===== config.mk =====
export PLATFORM = sky130hd
export DESIGN_NAME = alu_issue_ctrl
export DESIGN_NICKNAME = d
export VERILOG_FILES = /design/src/rtl/alu_issue_ctrl.sv
export SDC_FILE = /design/constraint.sdc
export NUM_CORES = 1
export LEC_CHECK = 0
export BUFFER_PORTS_ARGS = -buffer_cell sky130_fd_sc_hd__buf_4
export CAP_MARGIN = 20
export CELL_PAD_IN_SITES_DETAIL_PLACEMENT = 1
export CELL_PAD_IN_SITES_GLOBAL_PLACEMENT = 2
export CORE_MARGIN = 2
export CORE_UTILIZATION = 28
export DETAILED_ROUTE_END_ITERATION = 8
export PLACE_DENSITY_LB_ADDON = 0.12
export RECOVER_POWER = 50
export SLEW_MARGIN = 10
export SYNTH_ARGS = -nofsm -noshare
export SYNTH_HDL_FRONTEND = slang
export SYNTH_SLANG_ARGS = --single-unit

===== constraint.sdc =====
create_clock -name clk -period 6.95 [get_ports clk]
set_clock_uncertainty 0.1 [all_clocks]
set_input_delay 0 -clock clk [delete_from_list [all_inputs] [get_ports clk]]
set_output_delay 0 -clock clk [all_outputs]
set_load 0.05 [all_outputs]

===== src/rtl/alu_issue_ctrl.sv =====
// alu_issue_ctrl: single-issue ALU front end.
// A request is decoded and latched in IDLE. The external ALU result is captured
// in EXEC. The response is held in RESP until the consumer takes it.
// Build option: define ALU_ISSUE_ILLEGAL_TRAP_EN to trap illegal opcode/funct
// pairs. A trapped request returns out_err=1, out_result=0 and out_zero=1
// instead of the ALU output.
module alu_issue_ctrl #(
  parameter int DATA_W = 32
) (
  input  logic              clk,
  input  logic              reset,
  input  logic              in_valid,
  output logic              in_ready,
  input  logic [5:0]        opcode,
  input  logic [5:0]        funct,
  input  logic [DATA_W-1:0] rs_val,
  input  logic [DATA_W-1:0] rt_val,
  input  logic [15:0]       imm,
  output logic [DATA_W-1:0] alu_a,
  output logic [DATA_W-1:0] alu_b,
  output logic [3:0]        alu_op,
  input  logic [DATA_W-1:0] alu_result,
  input  logic              alu_zero,
  output logic              out_valid,
  input  logic              out_ready,
  output logic [DATA_W-1:0] out_result,
  output logic              out_zero,
  output logic              out_branch_taken,
  output logic              out_err
);

  localparam logic [1:0] IDLE = 2'd0;
  localparam logic [1:0] EXEC = 2'd1;
  localparam logic [1:0] RESP = 2'd2;

  // No legal code decodes to 1111, so alu_op alone marks an illegal request.
  localparam logic [3:0] ILLEGAL_OP = 4'b1111;

  logic [1:0]        state;
  logic              dec_legal;
  logic [3:0]        dec_op;
  logic [DATA_W-1:0] dec_b;
  logic [1:0]        dec_br;
  logic [1:0]        br_p0;   // {bne, beq} of the request in flight

  function automatic logic signed [DATA_W-1:0] sext_imm(input logic signed [15:0] v);
    return {{(DATA_W-16){v[15]}}, v};
  endfunction

  function automatic logic [DATA_W-1:0] zext_imm(input logic [15:0] v);
    return {{(DATA_W-16){1'b0}}, v};
  endfunction

  assign in_ready  = (state == IDLE);
  assign out_valid = (state == RESP);

  // Decode the presented request into ALU operation, B operand and branch kind.
  always_comb begin
    dec_legal = 1'b1;
    dec_op    = ILLEGAL_OP;
    dec_b     = rt_val;
    dec_br    = 2'b00;
    case (opcode)
      6'h00: begin
        case (funct)
          6'h20:   dec_op = 4'b0000;
          6'h22:   dec_op = 4'b0001;
          6'h2A:   dec_op = 4'b0010;
          6'h2B:   dec_op = 4'b0011;
          6'h24:   dec_op = 4'b0100;
          6'h25:   dec_op = 4'b0101;
          6'h26:   dec_op = 4'b0110;
          6'h27:   dec_op = 4'b0111;
          6'h02:   dec_op = 4'b1100;
          6'h00:   dec_op = 4'b1101;
          default: dec_legal = 1'b0;
        endcase
      end
      6'h08: begin dec_op = 4'b0000; dec_b = sext_imm(imm); end
      6'h0A: begin dec_op = 4'b0010; dec_b = sext_imm(imm); end
      6'h0B: begin dec_op = 4'b0011; dec_b = sext_imm(imm); end
      6'h0C: begin dec_op = 4'b0100; dec_b = zext_imm(imm); end
      6'h0D: begin dec_op = 4'b0101; dec_b = zext_imm(imm); end
      6'h0E: begin dec_op = 4'b0110; dec_b = zext_imm(imm); end
      6'h04: begin dec_op = 4'b0001; dec_br = 2'b01; end
      6'h05: begin dec_op = 4'b0001; dec_br = 2'b10; end
      default: dec_legal = 1'b0;
    endcase
    if (!dec_legal) begin
      dec_op = ILLEGAL_OP;
      dec_br = 2'b00;
    end
  end

  // Control: IDLE -> EXEC on accept, EXEC -> RESP after one cycle, RESP -> IDLE on out_ready.
  always_ff @(posedge clk or posedge reset) begin
    if (reset) begin
      state <= IDLE;
    end else begin
      case (state)
        IDLE:    if (in_valid) state <= EXEC;
        EXEC:    state <= RESP;
        RESP:    if (out_ready) state <= IDLE;
        default: state <= IDLE;
      endcase
    end
  end

  // Issue stage: operands and op are latched on accept and held until the next accept.
  always_ff @(posedge clk or posedge reset) begin
    if (reset) begin
      alu_a  <= '0;
      alu_b  <= '0;
      alu_op <= 4'b0000;
      br_p0  <= 2'b00;
    end else if (state == IDLE && in_valid) begin
      alu_a  <= rs_val;
      alu_b  <= dec_b;
      alu_op <= dec_op;
      br_p0  <= dec_br;
    end
  end

  // Response stage: capture the ALU output in EXEC; hold it through RESP and IDLE.
  always_ff @(posedge clk or posedge reset) begin
    if (reset) begin
      out_result       <= '0;
      out_zero         <= 1'b0;
      out_branch_taken <= 1'b0;
      out_err          <= 1'b0;
    end else if (state == EXEC) begin
`ifdef ALU_ISSUE_ILLEGAL_TRAP_EN
      if (alu_op == ILLEGAL_OP) begin
        out_result       <= '0;
        out_zero         <= 1'b1;
        out_branch_taken <= 1'b0;
        out_err          <= 1'b1;
      end else begin
        out_result       <= alu_result;
        out_zero         <= alu_zero;
        out_branch_taken <= (br_p0[0] & alu_zero) | (br_p0[1] & ~alu_zero);
        out_err          <= 1'b0;
      end
`else
      out_result       <= alu_result;
      out_zero         <= alu_zero;
      out_branch_taken <= (br_p0[0] & alu_zero) | (br_p0[1] & ~alu_zero);
      out_err          <= 1'b0;
`endif
    end
  end

endmodule


==> impl_results.html <==
<table>
<tr><th>Metric</th><th>Value</th></tr>
<tr><th colspan="2">Critical path</th></tr>
<tr><td>Worst R2R Path Depth</td><td>3</td></tr>
<tr><td>Peak per-stage delay on the critical path</td><td>1.37 ns</td></tr>
<tr><td>Largest fanout on the critical path</td><td>36</td></tr>
<tr><td>Number of buffer and inverter instances along the worst setup path</td><td>1</td></tr>
<tr><td>Worst setup path class</td><td>reg2reg</td></tr>
<tr><td>Worst setup SP type</td><td>flop</td></tr>
<tr><td>Critical path required time</td><td>about 7.1 ns</td></tr>
<tr><td>Reg-to-Reg End</td><td>out_result[26]</td></tr>
<tr><td>Largest delay contributor family on the critical path</td><td>buffers and inverters</td></tr>
<tr><td>Highest-delay cell along the critical path</td><td>sky130_fd_sc_hd__clkbuf_1</td></tr>
<tr><td>Critical Path Sink Type</td><td>flop</td></tr>
<tr><td>Worst path cell trace</td><td>nand2b_1 -&gt; clkbuf_1 -&gt; mux2_2</td></tr>
<tr><td>CP Data Arrival Time</td><td>2.67 ns</td></tr>
<tr><td>Reg-to-reg startpoint</td><td>state[1]</td></tr>
<tr><td>Setup slack on the worst flop-to-flop path</td><td>about 4.4 ns</td></tr>
<tr><th colspan="2">Route</th></tr>
<tr><td>Iteration-0 DRC count of the detailed router</td><td>150</td></tr>
<tr><td>Average detailed-routed wire length per instance</td><td>around 16 um</td></tr>
<tr><td>Antenna-violating nets left</td><td>0</td></tr>
<tr><td>Vias after detailed routing</td><td>4268</td></tr>
<tr><td>Via count normalized by instance count</td><td>4.32</td></tr>
<tr><td>Final routed wirelength across all metal layers</td><td>~15000 um</td></tr>
<tr><td>Residual DRC count</td><td>0</td></tr>
<tr><td>First drt pass iteration count</td><td>4</td></tr>
<tr><th colspan="2">Die</th></tr>
<tr><td>Effective utilization at floorplan</td><td>around 28%</td></tr>
<tr><td>Y dimension of the die</td><td>between 100 and 150 um</td></tr>
<tr><td>Total I/O pin count</td><td>~230</td></tr>
<tr><td>Die ar.</td><td>0.0170 mm2</td></tr>
<tr><td>Area of the placeable core</td><td>0.0157 mm2</td></tr>
<tr><td>Site Rows</td><td>46</td></tr>
<tr><td>Overall die width</td><td>130 um</td></tr>
<tr><th colspan="2">Clock network</th></tr>
<tr><td>Buffers inserted by post-CTS timing repair</td><td>0</td></tr>
<tr><td>TritonCTS clock tree</td><td>yes</td></tr>
<tr><td>Clk_lat worst skew</td><td>0.35 ns</td></tr>
<tr><td>Clock buffer count from CTS</td><td>9</td></tr>
<tr><td>Number of instances resized during post-cts repair</td><td>0</td></tr>
<tr><td>Clk slew on worst S/H paths</td><td>0.08 ns</td></tr>
<tr><td>Clock buffer depth</td><td>2</td></tr>
<tr><td>Cell at the root of the clock tree</td><td>sky130_fd_sc_hd__clkbuf_16</td></tr>
<tr><td>Clock sink total</td><td>106</td></tr>
<tr><td>Post-cts hold buffer count</td><td>121</td></tr>
<tr><td>Clock H-tree levels</td><td>3</td></tr>
<tr><th colspan="2">GRT</th></tr>
<tr><td>GRT Residual Overflow</td><td>0</td></tr>
<tr><td>Vias in the first global route</td><td>4610</td></tr>
<tr><td>GR Util All Layers</td><td>18.1%</td></tr>
<tr><td>Initial antenna violation count</td><td>0</td></tr>
<tr><td>Global-route wire length before repair</td><td>23800 um</td></tr>
<tr><td>Pin count of the biggest net entering global routing</td><td>73</td></tr>
<tr><th colspan="2">Cells and area</th></tr>
<tr><td>Fill cell count</td><td>1850</td></tr>
<tr><td>Post-layout nets</td><td>roughly 900</td></tr>
<tr><td>Number of inserted diodes</td><td>0</td></tr>
<tr><td>Layout area overhead</td><td>67.5%</td></tr>
<tr><td>Fraction of layout cells with a size suffix above 1</td><td>24.2%</td></tr>
<tr><td>Combined flip-flop and latch cell area</td><td>0.00265 mm2</td></tr>
<tr><td>Area of the multi-input gates</td><td>0.00164 mm2</td></tr>
<tr><th colspan="2">Synthesis</th></tr>
<tr><td>Synthesized instance count</td><td>425</td></tr>
<tr><td>Post-synth top area cell</td><td>sky130_fd_sc_hd__dfrtp_1</td></tr>
<tr><td>Area share of the largest cell type after synthesis</td><td>59.4%</td></tr>
<tr><td>Number of unique standard cell types used by synthesis</td><td>~40</td></tr>
<tr><td>Portion of the post-synthesis area used by sequential elements</td><td>59.4%</td></tr>
<tr><td>Netlist area before placement</td><td>between 0.004 and 0.005 mm2</td></tr>
<tr><td>Synth cell count leaders</td><td>sky130_fd_sc_hd__nand2_1, sky130_fd_sc_hd__dfrtp_1, sky130_fd_sc_hd__mux2_2</td></tr>
<tr><td>Fraction of registers with async set or reset after synthesis</td><td>100%</td></tr>
<tr><td>Largest cells by area after synthesis</td><td>sky130_fd_sc_hd__dfrtp_1, sky130_fd_sc_hd__nand2_1, sky130_fd_sc_hd__mux2_2</td></tr>
<tr><td>Net count after synthesis</td><td>554</td></tr>
<tr><td>Synthesis-stage register bit count</td><td>approximately 110</td></tr>
<tr><td>Primary flip-flop cell chosen by synthesis mapping</td><td>sky130_fd_sc_hd__dfrtp_1</td></tr>
<tr><td>EDFF count, synth</td><td>0</td></tr>
<tr><td>Cell with the most instances after synthesis</td><td>sky130_fd_sc_hd__nand2_1</td></tr>
<tr><td>Post-synthesis area per instance</td><td>10.5 um2</td></tr>
<tr><td>Number of warnings issued by yosys</td><td>0</td></tr>
<tr><th colspan="2">STA</th></tr>
<tr><td>Post-route minimum period</td><td>around 2.5 ns</td></tr>
<tr><td>Period Utilization, post-route</td><td>between 30% and 40%</td></tr>
<tr><td>Fmax</td><td>393 MHz</td></tr>
<tr><td>Final-report max-slew violation count</td><td>88</td></tr>
<tr><td>Final setup vio count</td><td>0</td></tr>
<tr><td>Smallest hold slack</td><td>-0.00127 ns</td></tr>
<tr><td>Worst slew slack as a fraction of its limit</td><td>-48.8%</td></tr>
<tr><td>Aggregate negative setup slack</td><td>0 ns</td></tr>
<tr><td>Final Hold Viols</td><td>1</td></tr>
<tr><td>Slew at the pin closest to its max-slew limit</td><td>2.22 ns</td></tr>
<tr><td>RSZ-0062 raised after global routing</td><td>false</td></tr>
<tr><th colspan="2">Pwr</th></tr>
<tr><td>Final total power</td><td>3.53 mW</td></tr>
<tr><td>Pwr/cell area</td><td>about 470 mW/mm2</td></tr>
<tr><td>Leakage power of the design</td><td>between 3 and 4 nW</td></tr>
<tr><td>Worst voltage drop across the vdd grid</td><td>0.178 mV</td></tr>
<tr><th colspan="2">Status</th></tr>
<tr><td>Result of the run</td><td>finished, violations left</td></tr>
<tr><td>Failing checks</td><td>negative hold slack, max-capacitance violations, max-slew violations</td></tr>
<tr><th colspan="2">Placed design</th></tr>
<tr><td>Placer Congestion</td><td>approximately 0.82</td></tr>
<tr><td>IO buf count</td><td>~230</td></tr>
<tr><td>Post-detailed-placement half-perimeter wirelength</td><td>about 10000 um</td></tr>
<tr><th colspan="2">Worst hold path</th></tr>
<tr><td>Number of stages on the worst hold path</td><td>3</td></tr>
<tr><td>Hold EP</td><td>state[0]</td></tr>
<tr><td>Worst min path class</td><td>in2reg</td></tr>
<tr><td>Hold Startpoint</td><td>in_valid</td></tr>
<tr><th colspan="2">Job</th></tr>
<tr><td>Count of maximum capacitance violations</td><td>2</td></tr>
</table>
-- worst max-delay path by stage --
stage	from	end	slack (ns)	cells after the start
6_report	state[1]	out_result[26]	4.41	3
5_1_grt	reset	alu_a[24]	3.95	4
3_5_place_dp	state[1]	alu_b[29]	4.98	5
3_3_place_gp	state[1]	alu_b[20]	5.09	5
2_1_floorplan	reset	alu_a[0]	4.06	1
4_1_cts	opcode[4]	alu_b[13]	4.56	7
-- sequential cells by signal (all words and copies together) (netlist names) --
| register | count |
|---|---|
| alu_a | 32 |
| alu_b | 32 |
| alu_op | 4 |
| br_p0 | 2 |
| out_branch_taken | 1 |
| out_result | 32 |
| out_zero | 1 |
| state | 2 |
-- per-stage QoR --
step                area, um2  worst slack, ns  hold WS, ns  utilization (%)  cells
floorplan                4470             4.06      0.00544                -    425
global placement         6360             5.09       0.0353             40.5    852
detailed placement       6360             4.98       0.0506             40.5    852
CTS                      7880             4.56     0.000504             50.1    989
global route             7480             3.95       0.0335             47.6    989
finish                   7480             4.41     -0.00127             47.6    989
-- cell type report --
class / count / share of cell area [%]
clock buffer: 11 / 3.25
inverter: 6 / 0.318
clock inverter: 5 / 0.820
sequential: 106 / 35.5
timing repair buffer: 357 / 34.6
multi-input combinational: 288 / 21.9
tap: 216 / 3.61
-- layout by cell type, fill, tap and decap left out, types with 2 or more instances in the layout --
master                          instances
sky130_fd_sc_hd__inv_6                  2
sky130_fd_sc_hd__clkbuf_16              9
sky130_fd_sc_hd__nand3_1                4
sky130_fd_sc_hd__dlygate4sd3_1        121
sky130_fd_sc_hd__o22ai_1                2
sky130_fd_sc_hd__dfrtp_1              106
sky130_fd_sc_hd__nand2_1              137
sky130_fd_sc_hd__mux2_2                33
sky130_fd_sc_hd__clkbuf_1             106
sky130_fd_sc_hd__a21oi_1               20
sky130_fd_sc_hd__mux2i_1               18
sky130_fd_sc_hd__buf_4                130
sky130_fd_sc_hd__o21a_1                 2
sky130_fd_sc_hd__inv_1                  3
sky130_fd_sc_hd__o21ai_1               14
sky130_fd_sc_hd__nand2b_1               3
sky130_fd_sc_hd__xnor2_1                2
sky130_fd_sc_hd__o21ai_0                9
sky130_fd_sc_hd__nor2b_1                2
sky130_fd_sc_hd__nor2_1                24
-- per-layer routing --
metal / track usage [%] / wire (um) / up-vias
li1: - / - / 2083
met1: 21.0 / 6200 / 2036
met2: 33.0 / 7990 / 126
met3: 3.49 / 776 / 23
met4: 7.08 / 369 / 0
met5: 0 / 0 / -
-- power by group --
group,internal (mW),switching (mW),total [mW]
sequential,0.910,0.157,1.07
combinational,0.424,1.51,1.94
clock,0.293,0.239,0.531
-- cell families (layout without fill, tap and decap cells) --
group	after synthesis	count (layout)	synth area share [%]
XOR/XNOR	2	2	0.392
other	1	1	0.0840
multiplexers	51	51	12.4
AND/OR/NAND/NOR	177	177	16.1
buffers and inverters	31	379	3.89
AO/OA/AOI/OAI	57	57	7.76
flip-flops	106	106	59.4
-- worst min-delay path, stage by stage --
cell,delay (ns)
sky130_fd_sc_hd__buf_4,0.08
sky130_fd_sc_hd__nand2_2,0.04
sky130_fd_sc_hd__clkinv_1,0.24
No activity file was read; power rests on OpenSTA's default activity.
